<file path="src/rtl/fetch_pkg.sv">
`default_nettype none
// ============================================================================
// Module      : fetch_pkg
// Description : Shared types for the instruction-fetch front end: PC-source
//               encoding from the control unit and the fetch FSM states.
// Revision    : 1.0 - initial release
// ============================================================================
package fetch_pkg;

    // Next-PC selection driven by the execute stage; 2'b11 behaves as SEQ.
    typedef enum logic [1:0] {
        PCSRC_SEQ    = 2'b00,
        PCSRC_BRANCH = 2'b01,
        PCSRC_JALR   = 2'b10
    } pcsrc_e;

    // RUN issues and accepts words; FLUSH only drains stale responses.
    typedef enum logic [0:0] {
        RUN   = 1'b0,
        FLUSH = 1'b1
    } fetch_state_e;

    // True when the execute stage requests a control-flow change.
    function automatic logic is_redirect(input logic [1:0] pcsrc);
        return (pcsrc == PCSRC_BRANCH) || (pcsrc == PCSRC_JALR);
    endfunction

endpackage
`default_nettype wire

</file>
<file path="src/rtl/fetch_fifo.sv">
`default_nettype none
// ============================================================================
// Module      : fetch_fifo
// Description : Instruction buffer holding fetched words with their PC.
//               Head entry is presented combinationally together with PC+4.
//               Flush empties the buffer in one cycle and wins over push/pop.
// Revision    : 1.0 - initial release
// ============================================================================
module fetch_fifo
#(
    parameter int DEPTH      = 2,
    parameter int ADDR_WIDTH = 32,
    parameter int DATA_WIDTH = 32
) (
    input  logic                    clk,
    input  logic                    rst,
    input  logic                    push,
    input  logic [DATA_WIDTH-1:0]   push_instr,
    input  logic [ADDR_WIDTH-1:0]   push_pc,
    input  logic                    pop,
    input  logic                    flush,
    output logic                    empty,
    output logic [$clog2(DEPTH):0]  count,
    output logic [DATA_WIDTH-1:0]   head_instr,
    output logic [ADDR_WIDTH-1:0]   head_pc,
    output logic [ADDR_WIDTH-1:0]   head_pcplus4
);

    localparam int                    c_ptr_w   = $clog2(DEPTH);
    localparam logic [ADDR_WIDTH-1:0] c_pc_step = ADDR_WIDTH'(4);
    localparam logic [c_ptr_w:0]      c_ptr_one = {{c_ptr_w{1'b0}}, 1'b1};

    logic [DATA_WIDTH-1:0] r_instr_mem [DEPTH];
    logic [ADDR_WIDTH-1:0] r_pc_mem    [DEPTH];
    logic [c_ptr_w:0]      r_wr_ptr;
    logic [c_ptr_w:0]      r_rd_ptr;
    logic                  w_push_en;
    logic                  w_pop_en;

    // Pointers carry one extra wrap bit so full and empty are distinguishable.
    assign count     = r_wr_ptr - r_rd_ptr;
    assign empty     = (count == '0);
    assign w_push_en = push & ~flush;
    assign w_pop_en  = pop & ~flush & ~empty;

    assign head_instr   = r_instr_mem[r_rd_ptr[c_ptr_w-1:0]];
    assign head_pc      = r_pc_mem[r_rd_ptr[c_ptr_w-1:0]];
    assign head_pcplus4 = head_pc + c_pc_step;

    // Read/write pointer update; flush discards every stored entry at once.
    always_ff @(posedge clk or posedge rst) begin
        if (rst) begin
            r_wr_ptr <= '0;
            r_rd_ptr <= '0;
        end else if (flush) begin
            r_wr_ptr <= '0;
            r_rd_ptr <= '0;
        end else begin
            if (w_push_en) begin
                r_wr_ptr <= r_wr_ptr + c_ptr_one;
            end
            if (w_pop_en) begin
                r_rd_ptr <= r_rd_ptr + c_ptr_one;
            end
        end
    end

    // Entry storage; contents only become visible through the pointers.
    always_ff @(posedge clk) begin
        if (w_push_en) begin
            r_instr_mem[r_wr_ptr[c_ptr_w-1:0]] <= push_instr;
            r_pc_mem[r_wr_ptr[c_ptr_w-1:0]]    <= push_pc;
        end
    end

endmodule
`default_nettype wire

</file>
<file path="src/rtl/fetch_unit.sv">
`default_nettype none
// ============================================================================
// Module      : fetch_unit
// Description : Instruction-fetch front end. Owns the fetch PC, issues
//               credit-limited requests to instruction memory, buffers the
//               in-order responses with their PC and hands them to decode.
//               Taken branches/jumps redirect the PC, flush buffered words
//               and drop responses for requests already in flight.
// Revision    : 1.0 - initial release
// ============================================================================
module fetch_unit
    import fetch_pkg::*;
#(
    parameter int                    ADDR_WIDTH = 32,
    parameter int                    DATA_WIDTH = 32,
    parameter logic [ADDR_WIDTH-1:0] RESET_PC   = '0,
    parameter int                    FIFO_DEPTH = 2
) (
    input  logic                  clk,
    input  logic                  rst,
    input  logic [1:0]            pcsrc,
    input  logic [ADDR_WIDTH-1:0] pc_ex,
    input  logic [ADDR_WIDTH-1:0] immext,
    input  logic [ADDR_WIDTH-1:0] aluresult,
    output logic                  imem_req_valid,
    input  logic                  imem_req_ready,
    output logic [ADDR_WIDTH-1:0] imem_req_addr,
    input  logic                  imem_rsp_valid,
    input  logic [DATA_WIDTH-1:0] imem_rsp_data,
    output logic                  instr_valid,
    input  logic                  instr_ready,
    output logic [DATA_WIDTH-1:0] instr,
    output logic [ADDR_WIDTH-1:0] instr_pc,
    output logic [ADDR_WIDTH-1:0] instr_pcplus4,
    output logic                  misaligned
);

    localparam int                    c_ptr_w        = $clog2(FIFO_DEPTH);
    localparam int                    c_cnt_w        = c_ptr_w + 1;
    localparam logic [ADDR_WIDTH-1:0] c_pc_step      = ADDR_WIDTH'(4);
    localparam logic [ADDR_WIDTH-1:0] c_jalr_mask    = {{(ADDR_WIDTH-1){1'b1}}, 1'b0};
    localparam logic [ADDR_WIDTH-1:0] c_align_mask   = {{(ADDR_WIDTH-2){1'b1}}, 2'b00};
    localparam logic [c_cnt_w-1:0]    c_cnt_one      = {{c_ptr_w{1'b0}}, 1'b1};
    localparam logic [c_cnt_w:0]      c_credit_limit = (c_cnt_w+1)'(FIFO_DEPTH);

    fetch_state_e          r_state;
    fetch_state_e          w_state_next;
    logic [ADDR_WIDTH-1:0] r_fetch_pc;
    logic [ADDR_WIDTH-1:0] w_fetch_pc_next;
    logic [c_cnt_w-1:0]    r_outstanding;
    logic [c_cnt_w-1:0]    w_outstanding_next;
    logic [c_cnt_w-1:0]    r_drop_cnt;
    logic [c_cnt_w-1:0]    w_drop_next;

    logic [ADDR_WIDTH-1:0] r_pcq_mem [FIFO_DEPTH];
    logic [c_ptr_w:0]      r_pcq_wr;
    logic [c_ptr_w:0]      r_pcq_rd;

    logic                  w_redirect;
    logic                  w_req_valid;
    logic                  w_accept;
    logic                  w_rsp_run;
    logic                  w_fifo_pop;
    logic                  w_fifo_empty;
    logic [c_cnt_w-1:0]    w_fifo_count;
    logic [c_cnt_w:0]      w_credit_used;
    logic [ADDR_WIDTH-1:0] w_target_raw;
    logic [ADDR_WIDTH-1:0] w_target;

    assign w_redirect    = is_redirect(pcsrc);
    assign w_accept      = w_req_valid & imem_req_ready;
    assign w_credit_used = {1'b0, r_outstanding} + {1'b0, w_fifo_count};

    // A response always retires one in-flight request, even when discarded.
    assign w_outstanding_next = r_outstanding
                              + (w_accept       ? c_cnt_one : '0)
                              - (imem_rsp_valid ? c_cnt_one : '0);

    // Redirect target; low two bits are dropped, bit 1 reports misalignment.
    always_comb begin
        w_target_raw = aluresult & c_jalr_mask;
        if (pcsrc == PCSRC_BRANCH) begin
            w_target_raw = pc_ex + immext;
        end
    end

    assign w_target   = w_target_raw & c_align_mask;
    assign misaligned = ~rst & w_redirect & w_target_raw[1];

    // Fetch FSM next state, drop counter and request/response gating.
    always_comb begin
        w_state_next = r_state;
        w_drop_next  = r_drop_cnt;
        w_req_valid  = 1'b0;
        w_rsp_run    = 1'b0;
        case (r_state)
            RUN: begin
                w_req_valid = ~rst & (w_credit_used < c_credit_limit);
                w_rsp_run   = imem_rsp_valid & ~w_redirect;
                if (w_redirect) begin
                    w_drop_next  = w_outstanding_next;
                    w_state_next = (w_outstanding_next != '0) ? FLUSH : RUN;
                end
            end
            FLUSH: begin
                if (imem_rsp_valid) begin
                    w_drop_next = r_drop_cnt - c_cnt_one;
                end
                if (w_drop_next == '0) begin
                    w_state_next = RUN;
                end
            end
            default: begin
                w_state_next = RUN;
            end
        endcase
    end

    // Next fetch address: redirect wins over sequential advance.
    always_comb begin
        w_fetch_pc_next = r_fetch_pc;
        if (w_redirect) begin
            w_fetch_pc_next = w_target;
        end else if (w_accept) begin
            w_fetch_pc_next = r_fetch_pc + c_pc_step;
        end
    end

    // State register for the FSM, fetch PC and in-flight counters.
    always_ff @(posedge clk or posedge rst) begin
        if (rst) begin
            r_state       <= RUN;
            r_fetch_pc    <= RESET_PC;
            r_outstanding <= '0;
            r_drop_cnt    <= '0;
        end else begin
            r_state       <= w_state_next;
            r_fetch_pc    <= w_fetch_pc_next;
            r_outstanding <= w_outstanding_next;
            r_drop_cnt    <= w_drop_next;
        end
    end

    // PC queue pointers: one entry per live request, emptied on redirect.
    always_ff @(posedge clk or posedge rst) begin
        if (rst) begin
            r_pcq_wr <= '0;
            r_pcq_rd <= '0;
        end else if (w_redirect) begin
            r_pcq_wr <= '0;
            r_pcq_rd <= '0;
        end else begin
            if (w_accept) begin
                r_pcq_wr <= r_pcq_wr + c_cnt_one;
            end
            if (w_rsp_run) begin
                r_pcq_rd <= r_pcq_rd + c_cnt_one;
            end
        end
    end

    // PC queue storage, written with the address of each accepted request.
    always_ff @(posedge clk) begin
        if (w_accept) begin
            r_pcq_mem[r_pcq_wr[c_ptr_w-1:0]] <= r_fetch_pc;
        end
    end

    assign imem_req_valid = w_req_valid;
    assign imem_req_addr  = r_fetch_pc & c_align_mask;

    assign w_fifo_pop  = instr_valid & instr_ready & ~w_redirect;
    assign instr_valid = ~w_fifo_empty & (r_state == RUN);

    fetch_fifo #(
        .DEPTH      (FIFO_DEPTH),
        .ADDR_WIDTH (ADDR_WIDTH),
        .DATA_WIDTH (DATA_WIDTH)
    ) u_fetch_fifo (
        .clk          (clk),
        .rst          (rst),
        .push         (w_rsp_run),
        .push_instr   (imem_rsp_data),
        .push_pc      (r_pcq_mem[r_pcq_rd[c_ptr_w-1:0]]),
        .pop          (w_fifo_pop),
        .flush        (w_redirect),
        .empty        (w_fifo_empty),
        .count        (w_fifo_count),
        .head_instr   (instr),
        .head_pc      (instr_pc),
        .head_pcplus4 (instr_pcplus4)
    );

endmodule
`default_nettype wire
</file>
<file path="config.mk">
export PLATFORM = sky130hd
export DESIGN_NAME = fetch_unit
export DESIGN_NICKNAME = d
export VERILOG_FILES = /design/src/rtl/fetch_pkg.sv /design/src/rtl/fetch_fifo.sv /design/src/rtl/fetch_unit.sv
export SDC_FILE = /design/constraint.sdc
export NUM_CORES = 1
export LEC_CHECK = 0
export BUFFER_PORTS_ARGS = -buffer_cell sky130_fd_sc_hd__buf_4
export CORE_ASPECT_RATIO = 1.4
export CORE_UTILIZATION = 40
export DETAILED_ROUTE_END_ITERATION = 8
export PLACE_DENSITY = 0.73
export SLEW_MARGIN = 25
export SYNTH_ARGS = -nofsm -noshare
export SYNTH_HDL_FRONTEND = slang
export SYNTH_SLANG_ARGS = --single-unit
</file>
<file path="constraint.sdc">
create_clock -name clk -period 4.51 [get_ports clk]
set_input_delay 0 -clock clk [delete_from_list [all_inputs] [get_ports clk]]
set_output_delay 0 -clock clk [all_outputs]
set_load 0.01 [all_outputs]
</file>
==> results.ini <==
[outcome]
status = finished clean

[clocking]
htreeDepth = 1
clock_tree.buffer_depth = 3
clock_sinks = 225
clk_pin_slew_ns = 0.07
cts_tree = done
cts_setup_buffers = 0
cts_root_buffer = clkbuf_16
cts_buffers = 21
cts_resized = 0
clock_latency_ns = 0.49

[critical_path]
cp.required_ns = 4.88
crit_path_start_kind = flop
cp-end-kind = flop
cp_max_fo = 9
crit_type = flop to flop
arrival_ns = 4.27

[die]
die_area_mm2 = 0.0294
die_h_um = 203
core_mm2 = 0.0283
start_util_pct = 40.6
die_x_um = 145
io_pins = 266
fp-row-count = 73

[sta]
fmax_mhz = 257
slew_headroom_pct = 40.2
period_share_pct = 86.3
fin_crit_ns = 3.89
setup-tns-final_ns = 0
finClkSkew_ns = 0.00867
hold_viol = 0
finalSetupViolCount = 0
final.setup.worst_slack_ns = 0.616
rsz0062_at_grt = false
worst_pin_slew_ns = 0.874
hold-worst-slack_ns = 0.0517
final_max_slew_viol_count = 0

[yosys]
ys_warn_count = 0
synth_flop_cell = edfxtp_1
ys_top_cells_by_area = edfxtp_1, dfrtp_1, mux2_2, xnor2_1, ha_1
synth_seq_cells = 225
ys_async_sr_fraction_pct = 18.2
synth-edff-count = 184
synth_top_area_cell = edfxtp_1
syn_area_per_cell_um2 = 12.5
synthCells = 922
synth.distinct_cells = 62
post-synth-top-area-fraction_pct = 48.1
yosysSeqAreaShare_pct = 57.0
synth_area_mm2 = 0.0115

[detailed_routing]
drc = 0
ant_nets = 0
drt_iter0_drc = 385
vias = 8275
avgViaCountPerCell = 5.07
post_drt_wl_per_cell_um = 16.6
first_pass_iters = 5
wirelength_um = 27100

[power_and_ir_drop]
total_power_w = 0.00701
max-vdd-ir-drop_uv = 218
pwr_density_cell_mw_per_mm2 = 462
p_leak_nw = 5.92

[place]
dpl_worst_slack_ns = 0.844
io_buffers = 258
dpl.hpwl_um = 20000
routabilityCongestion = 0.883

[finish]
antenna_cells = 0
drive_gt1_share_pct = 31.0
syn_to_final_growth_pct = 32.0
layout.nets = 1417
utilization_pct = 53.6

[global_route]
track_usage_pct = 18.3
grt_pass1_vias = 8341
grt_max_degree = 79
antenna_found_initial = 0
grt_pass1_wl_um = 43100
grt-ovfl-total = 0

[job]
cap_violations = 0

[worst_hold_path]
hold_class = primary input to flop

## sequential cells by signal, summed over array words and instances, names as in the netlist, 2 cells and up
name,count
r_drop_cnt,2
r_fetch_pc,30
r_outstanding,2
r_pcq_mem,60
u_fetch_fifo.r_instr_mem,64
u_fetch_fifo.r_pc_mem,60
u_fetch_fifo.r_rd_ptr,2
u_fetch_fifo.r_wr_ptr,2
## metal layers
metal	vias to the layer above	share of wire [%]	track usage, %
met5	-	0	0
met4	0	3.2	7.18
li1	4071	-	-
met1	3920	39	20.5
met2	237	53	34.6
met3	47	4.5	2.49
## layout make-up
cell class                      instances  area, um2
Inverter                               34        130
Clock inverter                         11        133
Timing Repair Buffer                  333       2690
Clock buffer                           26        564
Fill cell                            2414      13100
Multi-Input combinational cell        629       4630
Tap cell                              375        469
Sequential cell                       225       6560
## metrics by stage
| step | instance area [um2] | std cells |
|---|---|---|
| after CTS | 15200 | 1633 |
| after global placement | 13800 | 1530 |
| after floorplan | 11500 | 927 |
| final | 15200 | 1633 |
| after detailed placement | 13800 | 1530 |
| after global routing | 15200 | 1633 |
## report_power, final
| part | total [W] | internal (W) | switching, W |
|---|---|---|---|
| clock | 0.00177 | 0.00106 | 0.000711 |
| sequential | 0.00280 | 0.00262 | 0.000187 |
| combinational | 0.00243 | 0.00118 | 0.00125 |
## cells in the mapped netlist (5+ instances only)
cell	instances
o211ai_1	5
o21bai_1	5
xnor2_1	53
nand4_1	16
inv_1	33
a21oi_1	52
nand2_1	57
ha_1	36
or3_1	11
a21o_1	17
o21ai_0	24
nor3_1	11
dfrtp_1	41
a211oi_1	11
nor2_1	49
nor2b_1	16
mux2i_1	23
a22oi_1	5
nand3_1	29
buf_2	9
o21a_1	5
edfxtp_1	184
clkbuf_1	13
and3_1	16
mux2_2	73
buf_1	6
a31oi_1	9
and2_1	9
xor2_1	31
buf_4	7
## logic make-up (layout without fill, tap and decap cells)
kind of cell	Yosys count	after routing	synth area share (%)
simple gates	242	242	10.9
flops	225	225	57.0
compound gates	163	163	9.26
mux	96	96	9.15
xor+xnor	84	84	6.40
buf+inv	73	404	2.99
fa+ha+maj	38	38	4.27
other cells	1	6	0.0326
## path summary, 6_finish.rpt
check	cells past startpoint	slack [ns]	start	to
worst max-delay path	12	0.62	u_fetch_fifo.r_rd_ptr[0]	r_fetch_pc[31]
worst min-delay path	5	0.05	immext[20]	r_fetch_pc[20]
worst max register to register	12	0.62	u_fetch_fifo.r_rd_ptr[0]	r_fetch_pc[31]
worst min register to register	1	0.54	r_outstanding[1]	r_outstanding[1]
max in group asynchronous	4	3.85	rst	u_fetch_fifo.r_rd_ptr[0]
min in group asynchronous	4	0.25	rst	u_fetch_fifo.r_rd_ptr[0]
## worst max-delay path, cell delays in order, from the launching register on
cell           delay [ns]
dfrtp_4              0.48
ha_1                 0.21
xor2_1               0.15
xnor2_1              0.16
fa_1                 0.51
and4bb_1             0.25
and2_1               0.48
and4b_1              0.39
nand4_1              0.15
xnor2_1              0.15
a21oi_1              0.14
o311ai_0             0.13
dlygate4sd3_1        0.58
## placed cells by master, fill, tap and decap left out, types with 14 or more instances in the layout
cell	count
buf_4	264
edfxtp_1	184
mux2_2	73
dlygate4sd3_1	66
nand2_1	57
xnor2_1	53
a21oi_1	52
nor2_1	48
dfrtp_1	40
ha_1	35
inv_1	33
xor2_1	31
nand3_1	29
o21ai_0	24
mux2i_1	23
clkbuf_16	21
a21o_1	17
nand4_1	16
nor2b_1	16
and3_1	14
## repair_timing
action                     4_1_cts  5_1_grt
setup endpoints to repair        0        0
hold endpoints to repair       140        0
hold buffers                    66        0
Note: power is estimated with default switching activity, not from simulation.
